`src/rtl/datamem_if.sv`:
```
// MEM-stage data-memory port: one load and one store request per cycle.
// The datapath is the master. The responder is the slave.
interface datamem_if #(
    parameter int ADDR_W = 7
);
    logic [ADDR_W-1:0] datamem_rd_addr0;
    logic              datamem_rd_en;
    logic [31:0]       datamem_rd_dout0;
    logic [ADDR_W-1:0] datamem_wr_addr0;
    logic [31:0]       datamem_wr_din0;
    logic              datamem_we0;
    logic [2:0]        datamem_wr_strb;

    modport master (
        output datamem_rd_addr0, datamem_rd_en, datamem_wr_addr0,
               datamem_wr_din0, datamem_we0, datamem_wr_strb,
        input  datamem_rd_dout0
    );
    modport slave (
        input  datamem_rd_addr0, datamem_rd_en, datamem_wr_addr0,
               datamem_wr_din0, datamem_we0, datamem_wr_strb,
        output datamem_rd_dout0
    );
endinterface

```
`src/rtl/datamem_responder.sv`:
```
// Data-memory responder: a FIFO store buffer drains into a byte-lane word array
// on non-load cycles. Loads are combinational and use byte-accurate bypass.
module datamem_responder #(
    parameter int ADDR_W   = 7,
    parameter int SB_DEPTH = 4
) (
    input  logic                      clk,
    input  logic                      rst,
    datamem_if.slave                  bus,
    output logic [$clog2(SB_DEPTH):0] sb_count,
    output logic                      sb_empty,
    output logic                      sb_overflow
);
    localparam int PW    = $clog2(SB_DEPTH);
    localparam int CW    = PW + 1;
    localparam int WORDS = 2 ** ADDR_W;

    typedef struct packed {
        logic [ADDR_W-1:0] addr;
        logic [3:0]        mask;
        logic [31:0]       data;
    } sb_entry_t;

    sb_entry_t         sb_q [SB_DEPTH];
    sb_entry_t         new_e;
    sb_entry_t         head_e;
    logic [PW-1:0]     head, tail, idx;
    logic [CW-1:0]     count;
    logic              ovf;
    logic              full, drain, push;
    logic [31:0]       arr_word, merged;

    // Strobe decode. The illegal pattern 010 falls through to a full-word store.
    always_comb begin
        new_e.addr = bus.datamem_wr_addr0;
        new_e.mask = 4'b1111;
        new_e.data = bus.datamem_wr_din0;
        casez (bus.datamem_wr_strb)
            3'b1??: begin
                new_e.mask = 4'b0001 << bus.datamem_wr_strb[1:0];
                new_e.data = {4{bus.datamem_wr_din0[7:0]}};
            end
            3'b0?1: begin
                new_e.mask = bus.datamem_wr_strb[1] ? 4'b1100 : 4'b0011;
                new_e.data = {2{bus.datamem_wr_din0[15:0]}};
            end
            default: ;
        endcase
    end

    assign head_e = sb_q[head];
    assign full   = (count == CW'(SB_DEPTH));
    // Pending stores are discarded on reset, so drain is gated by rst.
    assign drain  = !rst && !bus.datamem_rd_en && (count != '0);
    // When full, a same-cycle drain frees the slot the push lands in.
    assign push   = bus.datamem_we0 && (!full || drain);

    always_ff @(posedge clk) begin
        if (rst) begin
            head  <= '0;
            tail  <= '0;
            count <= '0;
            ovf   <= 1'b0;
        end else begin
            if (push) begin
                sb_q[tail] <= new_e;
                tail       <= tail + 1'b1;
            end
            if (drain)
                head <= head + 1'b1;
            count <= count + CW'(push) - CW'(drain);
            if (bus.datamem_we0 && !push)
                ovf <= 1'b1;
        end
    end

    // One byte-wide array per lane, so a masked drain touches only its lanes.
    for (genvar b = 0; b < 4; b++) begin : g_lane
        logic [7:0] lane_mem [WORDS];
        always_ff @(posedge clk)
            if (drain && head_e.mask[b])
                lane_mem[head_e.addr] <= head_e.data[8*b +: 8];
        assign arr_word[8*b +: 8] = lane_mem[bus.datamem_rd_addr0];
    end

    // Oldest-to-newest overlay so the newest buffered byte wins.
    always_comb begin
        merged = arr_word;
        idx    = '0;
        for (int k = 0; k < SB_DEPTH; k++) begin
            idx = head + PW'(k);
            if (CW'(k) < count && sb_q[idx].addr == bus.datamem_rd_addr0)
                for (int b = 0; b < 4; b++)
                    if (sb_q[idx].mask[b])
                        merged[8*b +: 8] = sb_q[idx].data[8*b +: 8];
        end
    end

    assign bus.datamem_rd_dout0 = merged;
    assign sb_count             = count;
    assign sb_empty             = (count == '0);
    assign sb_overflow          = ovf;
endmodule

```
`src/flat_wrapper.sv`:
```
// flat-port wrapper written by rule: the top's interface ports become plain ports
module datamem_responder_flat 
#(
    parameter int ADDR_W   = 7,
    parameter int SB_DEPTH = 4
)
  (clk, rst, sb_count, sb_empty, sb_overflow, bus_datamem_rd_addr0, bus_datamem_rd_en, bus_datamem_wr_addr0, bus_datamem_wr_din0, bus_datamem_we0, bus_datamem_wr_strb, bus_datamem_rd_dout0);
  datamem_if #(.ADDR_W(ADDR_W)) bus_i ();
  input  logic clk;
  input  logic rst;
  output logic [$clog2(SB_DEPTH):0] sb_count;
  output logic sb_empty;
  output logic sb_overflow;
  input wire logic [$bits(bus_i.datamem_rd_addr0)-1:0] bus_datamem_rd_addr0;
  input wire logic [$bits(bus_i.datamem_rd_en)-1:0] bus_datamem_rd_en;
  input wire logic [$bits(bus_i.datamem_wr_addr0)-1:0] bus_datamem_wr_addr0;
  input wire logic [$bits(bus_i.datamem_wr_din0)-1:0] bus_datamem_wr_din0;
  input wire logic [$bits(bus_i.datamem_we0)-1:0] bus_datamem_we0;
  input wire logic [$bits(bus_i.datamem_wr_strb)-1:0] bus_datamem_wr_strb;
  output wire logic [$bits(bus_i.datamem_rd_dout0)-1:0] bus_datamem_rd_dout0;
  assign bus_i.datamem_rd_addr0 = bus_datamem_rd_addr0;
  assign bus_i.datamem_rd_en = bus_datamem_rd_en;
  assign bus_i.datamem_wr_addr0 = bus_datamem_wr_addr0;
  assign bus_i.datamem_wr_din0 = bus_datamem_wr_din0;
  assign bus_i.datamem_we0 = bus_datamem_we0;
  assign bus_i.datamem_wr_strb = bus_datamem_wr_strb;
  assign bus_datamem_rd_dout0 = bus_i.datamem_rd_dout0;
  datamem_responder #(.ADDR_W(ADDR_W), .SB_DEPTH(SB_DEPTH)) u_core (.clk(clk), .rst(rst), .bus(bus_i), .sb_count(sb_count), .sb_empty(sb_empty), .sb_overflow(sb_overflow));
endmodule
```
`config.mk`:
```
export PLATFORM = sky130hd
export DESIGN_NAME = datamem_responder_flat
export DESIGN_NICKNAME = d
export VERILOG_FILES = /design/src/rtl/datamem_if.sv /design/src/rtl/datamem_responder.sv /design/src/flat_wrapper.sv
export SDC_FILE = /design/constraint.sdc
export NUM_CORES = 2
export LEC_CHECK = 0
export BUFFER_PORTS_ARGS = -buffer_cell sky130_fd_sc_hd__buf_4
export CAP_MARGIN = 20
export CORE_MARGIN = 5
export CORE_UTILIZATION = 30
export DETAILED_ROUTE_END_ITERATION = 7
export PLACE_DENSITY = 0.51
export SLEW_MARGIN = 25
export SYNTH_ARGS = -nofsm -noshare
export SYNTH_HDL_FRONTEND = slang
export SYNTH_MEMORY_MAX_BITS = 65536
export SYNTH_SLANG_ARGS = --single-unit
export TNS_END_PERCENT = 5
```
`constraint.sdc`:
```
create_clock -name clk -period 3.5 [get_ports clk]
set_input_delay 0.175 -clock clk [delete_from_list [all_inputs] [get_ports clk]]
set_output_delay 0.175 -clock clk [all_outputs]
set_load 0.01 [all_outputs]
```
* After elaboration in Yosys (flattened, before gate mapping) *
Memories as Yosys holds them, arrays and structs flattened. A register that Yosys moved wholly into a read port is not among the register bits.
Cells that the tools add are included.

word-level totals
  flip-flop bits (word level) = 8
  memories = 5
  output and inout port bits = 37
  logic and storage cells = 80
  RAM bits = 4268
  bits of input ports = 53

memory list
  name                       depth  bits a word  rd ports  clocked after Yosys merged registers in  wr ports  RTL line                 RTL
  u_core.g_lane[0].lane_mem  128    8            1         0                                        1         datamem_responder.sv:79  logic [7:0] lane_mem [WORDS];
  u_core.g_lane[1].lane_mem  128    8            1         0                                        1         datamem_responder.sv:79
  u_core.g_lane[2].lane_mem  128    8            1         0                                        1         datamem_responder.sv:79
  u_core.g_lane[3].lane_mem  128    8            1         0                                        1         datamem_responder.sv:79
  u_core.sb_q                4      43           4         1                                        1         datamem_responder.sv:24  sb_entry_t sb_q [SB_DEPTH];

operators by class
  equal/unequal tests = 6
  reduce and logical (&&, ||, !) cells = 19
  magnitude comparators = 4
  mux-type cells = 35
  add/sub/neg operators = 6
  shift-type cells = 1

operator list
  cell                                                 count
  two-way mux 32 bit                                   4
  two-way mux 8 bit                                    16
  case mux 36 bit (2 select lines)                     1
  equality test 7 bit                                  4
  logical AND 1 bit                                    12
  two-way mux 1 bit                                    11
  < comparator 1 x 3 -> 1 bit, first input constant    2
  < comparator 2 x 3 -> 1 bit, first input constant    2
  adder 2 x 1 -> 2 bit, second input constant          2
  adder 2 bit, second input constant                   2
  logical NOT 1 bit                                    4
  two-way mux 2 bit                                    2
  two-way mux 4 bit                                    1
  left shift 1 x 2 -> 4 bit, first input constant      1
  adder 3 x 1 -> 3 bit                                 1
  equality test 3 bit, second input constant           1
  logical NOT 3 bit                                    1
  nonzero test 3 bit                                   1
  subtractor 3 x 1 -> 3 bit                            1
  equality test 2 x 1 -> 1 bit, second input constant  1
  logical OR 1 bit                                     1

* Longest topological paths before layout *
  depth after elaboration = 9
  gate-level depth with buffers = 14
  depth with buffers taken out = 9

* Least setup slack after synthesis *
OpenSTA, ideal clock, no wires.

  kind = register -> output
  start = register with a tool-made name
  end = output bus_datamem_rd_dout0[10]
  data required time = 3.325 ns
  stages on the path, launching flop included = 8
  slack = 0.289 ns
  arrival = 3.036 ns
  buffers on the path = 4
  cell sequence = dfxtp_1 buf_6 buf_8 buf_2 buf_1 mux4_2 a311oi_1 a21oi_1

RTL lines
  what       RTL line            RTL
  to (decl)  flat_wrapper.sv:20  output wire logic [$bits(bus_i.datamem_rd_dout0)-1:0] bus_datamem_rd_dout0;

==> impl_metrics.json <==
{
  "synthMuxAreaShare_pct": 15.8,
  "port_buffers": 89,
  "die_w_um": 765,
  "cap_viol_max_count": 0,
  "synthCells": 8630,
  "violations": "negative setup slack",
  "fin_skew_ps": 61.0,
  "postRouteWirelength_um": 593000,
  "final_common_cell": "edfxtp_1",
  "placementRows": 277,
  "gp_congestion": 0.926,
  "finalHoldViolations": 0,
  "synthAdderAreaFrac_pct": 0.0760,
  "antenna_left": 0,
  "cts_sinks": 4278,
  "wl_per_cell_um": 32.7,
  "grt_pass1_wl_um": 803000,
  "grt_use_total_pct": 19.6,
  "grt_setup_unrepaired": "yes",
  "htree_levels": 5,
  "startpoint_type": "flip-flop",
  "setup_ws_ps": -865,
  "required_ps": 3320,
  "drt-pass1-iter-count": 6,
  "nets": 10300,
  "clk_pin_slew_ps": 60,
  "synth_top_family_by_area": "multiplexers",
  "yosysWarnings": 0,
  "routed_via_density": 5.37,
  "r2r_slack_ps": 30,
  "synth_top_flop_cell": "edfxtp_1",
  "fmax_ghz": 0.229,
  "yosys.cell_types.count": 92,
  "drc": 0,
  "initial_core_util_pct": 30.1,
  "worst_pin_slew_ps": 1110,
  "synth-edff-count": 4268,
  "gr-total-overflow": 0,
  "synth_xor_area_share_pct": 0.137,
  "p_leak_nw": 67.3,
  "drive_gt1_share_pct": 33.1,
  "num_io_pins": 90,
  "numCtsBuffers": 428,
  "dr_total_vias": 97600,
  "die_h_um": 765,
  "arrival_ps": 4190,
  "grt_max_degree": 129,
  "antenna_found_initial": 53,
  "r2r-end": "u_core.g_lane[3].lane_mem[88][4]",
  "hold_path.class": "in -> reg",
  "clockBufferDepth": 4,
  "utilization_pct": 36.8,
  "slew-limit-headroom_pct": 25.5,
  "p_per_area_mw_per_mm2": 617,
  "syn-cell-area_mm2": 0.171,
  "final.min_clock_period_ps": 4370,
  "dp_cells": 17200,
  "syn_to_final_growth_pct": 22.3,
  "core-area_mm2": 0.569,
  "drv_slew": 0,
  "synthSimpleGateAreaFrac_pct": 3.73,
  "vdd_drop_max_mv": 0.491,
  "dpl.hpwl_um": 416000,
  "setup_violations": 32,
  "dieArea_mm2": 0.586,
  "critPathKind": "reg -> out",
  "dp_slack_ps": -1060,
  "cts_tree": "done",
  "period_share_pct": 125,
  "crit_end": "bus_datamem_rd_dout0[16]",
  "ys_async_sr_fraction_pct": 0,
  "status": "complete, but fails checks",
  "root_buffer": "clkbuf_16",
  "synth-seq-cells": 4278,
  "cp_max_fo": 6,
  "fin_cells": 18200,
  "finalPower_w": 0.129,
  "setup_total_negative_slack_ps": -20180,
  "yosysSeqAreaShare_pct": 75.0,
  "syn_area_per_cell_um2": 19.8,
  "synth_compound_area_share_pct": 3.38,
  "grt_pass1_vias": 96200,
  "drt_iter0_drc": 12500,
  "endpoint_kind": "output port",
  "final_cell_mix": "edfxtp_1 (4268), buf_4 (1348), mux4_2 (902)",
  "syn_nets": 8692,
  "rr_worst_depth": 10,
  "clkLatencyLatePin_ps": 1020
}
-- cell usage after synthesis, types with 10 or more instances --
master | n | area share, %
nor2_1 | 635 | 1.4
mux4_2 | 929 | 12
nor2b_1 | 23 | 0.084
a22oi_1 | 20 | 0.088
mux2i_1 | 523 | 3.1
o221ai_1 | 82 | 0.42
buf_2 | 148 | 0.43
edfxtp_1 | 4268 | 75
o32ai_1 | 29 | 0.15
o22a_1 | 22 | 0.11
nand3_1 | 40 | 0.12
xnor2_1 | 17 | 0.087
nor3b_1 | 15 | 0.066
dfxtp_1 | 10 | 0.12
a31oi_1 | 39 | 0.14
nor4_1 | 81 | 0.30
nand4_1 | 39 | 0.14
clkbuf_1 | 194 | 0.43
mux2_2 | 54 | 0.36
buf_6 | 77 | 0.51
buf_1 | 36 | 0.079
nand2_1 | 249 | 0.55
inv_1 | 29 | 0.064
a211oi_1 | 61 | 0.27
or3_1 | 27 | 0.099
and2_1 | 13 | 0.047
o22ai_1 | 292 | 1.1
o21ai_0 | 63 | 0.18
a2111oi_0 | 40 | 0.20
a311oi_1 | 18 | 0.092
nor3_1 | 183 | 0.53
buf_4 | 67 | 0.29
nand2b_1 | 15 | 0.055
or2_2 | 14 | 0.051
buf_8 | 11 | 0.096
a21oi_1 | 118 | 0.34
-- power by group --
group | internal [W] | switching, W
Clock | 0.0259 | 0.0201
Combinational | 0.00595 | 0.0144
Sequential | 0.0626 | 0.000194
-- layer usage --
layer | track usage [%] | wire, um | vias to the layer above
li1 | - | - | 39200
met1 | 26.8 | 239000 | 52400
met2 | 30.6 | 271000 | 5062
met3 | 4.65 | 57600 | 873
met4 | 6.93 | 24500 | 12
met5 | 0 | 80 | -
-- per-stage QoR --
step,cell area [um^2],hold WS (ps)
6_report,209000,101
5_1_grt,209000,61.3
4_1_cts,209000,6.12
3_5_place_dp,193000,381
3_3_place_gp,193000,376
2_1_floorplan,171000,274
-- final cells by class --
cell class                 instances  area, um^2
fill                           52300      360000
sequential                      4278      128000
clock inverter                   269        2770
clock buffer                     513       11100
tap                             7533        9430
antenna                           24        60.1
timing repair buffer            1719       16500
multi-input combinational       3786       41000
inverter                          31         124
-- registers in the layout, summed over array words and instances (netlist names), named ones only --
name and flops:
u_core.sb_q 172, u_core.g_lane.lane_mem 4096, u_core.sb_overflow 1, u_core.tail 2, u_core.sb_count 3, u_core.head 2
-- how the worst min path moves through the flow --
stage / end / from / cells past startpoint / slack, ps
after detailed placement: u_core.sb_q[0][36] / bus_datamem_wr_addr0[0] / 1 / 380
after global placement: u_core.sb_q[2][36] / bus_datamem_wr_addr0[0] / 1 / 380
final: u_core.sb_q[0][9] / bus_datamem_wr_din0[9] / 3 / 100
after CTS: u_core.tail[1] / bus_datamem_we0 / 5 / 6
after floorplan: u_core.sb_q[0][0] / bus_datamem_wr_din0[0] / 0 / 270
after global routing: u_core.sb_q[0][9] / bus_datamem_wr_din0[9] / 3 / 60
-- kinds of logic after synthesis --
family / Yosys count
and+or+nand+nor: 1391
xor gates and xnor gates: 25
AOI/OAI and AO/OA: 843
adders and majority gates: 10
DFF: 4278
buffers and inverters: 567
muxes: 1516
-- worst max-delay path, cell delays in order, from the launching register on --
cell      delay (ps)
dfxtp_4          430
buf_12           140
mux4_2           610
xnor2_2          170
nor2_2            70
buf_6            130
and4_4           170
nand2b_4         200
or4_4            600
a22oi_2          410
buf_4            210
-- repair_timing --
item | 4_1_cts | 5_1_grt
pin swaps | 37 | 27
endpoints found under the setup margin | 335 | 225
buffers inserted | 31 | 3
gates cloned | 2 | 2
hold endpoints to repair | 202 | 0
resized for setup | 206 | 85
hold buffers | 74 | 0
Power figures use the tool's default switching activity.
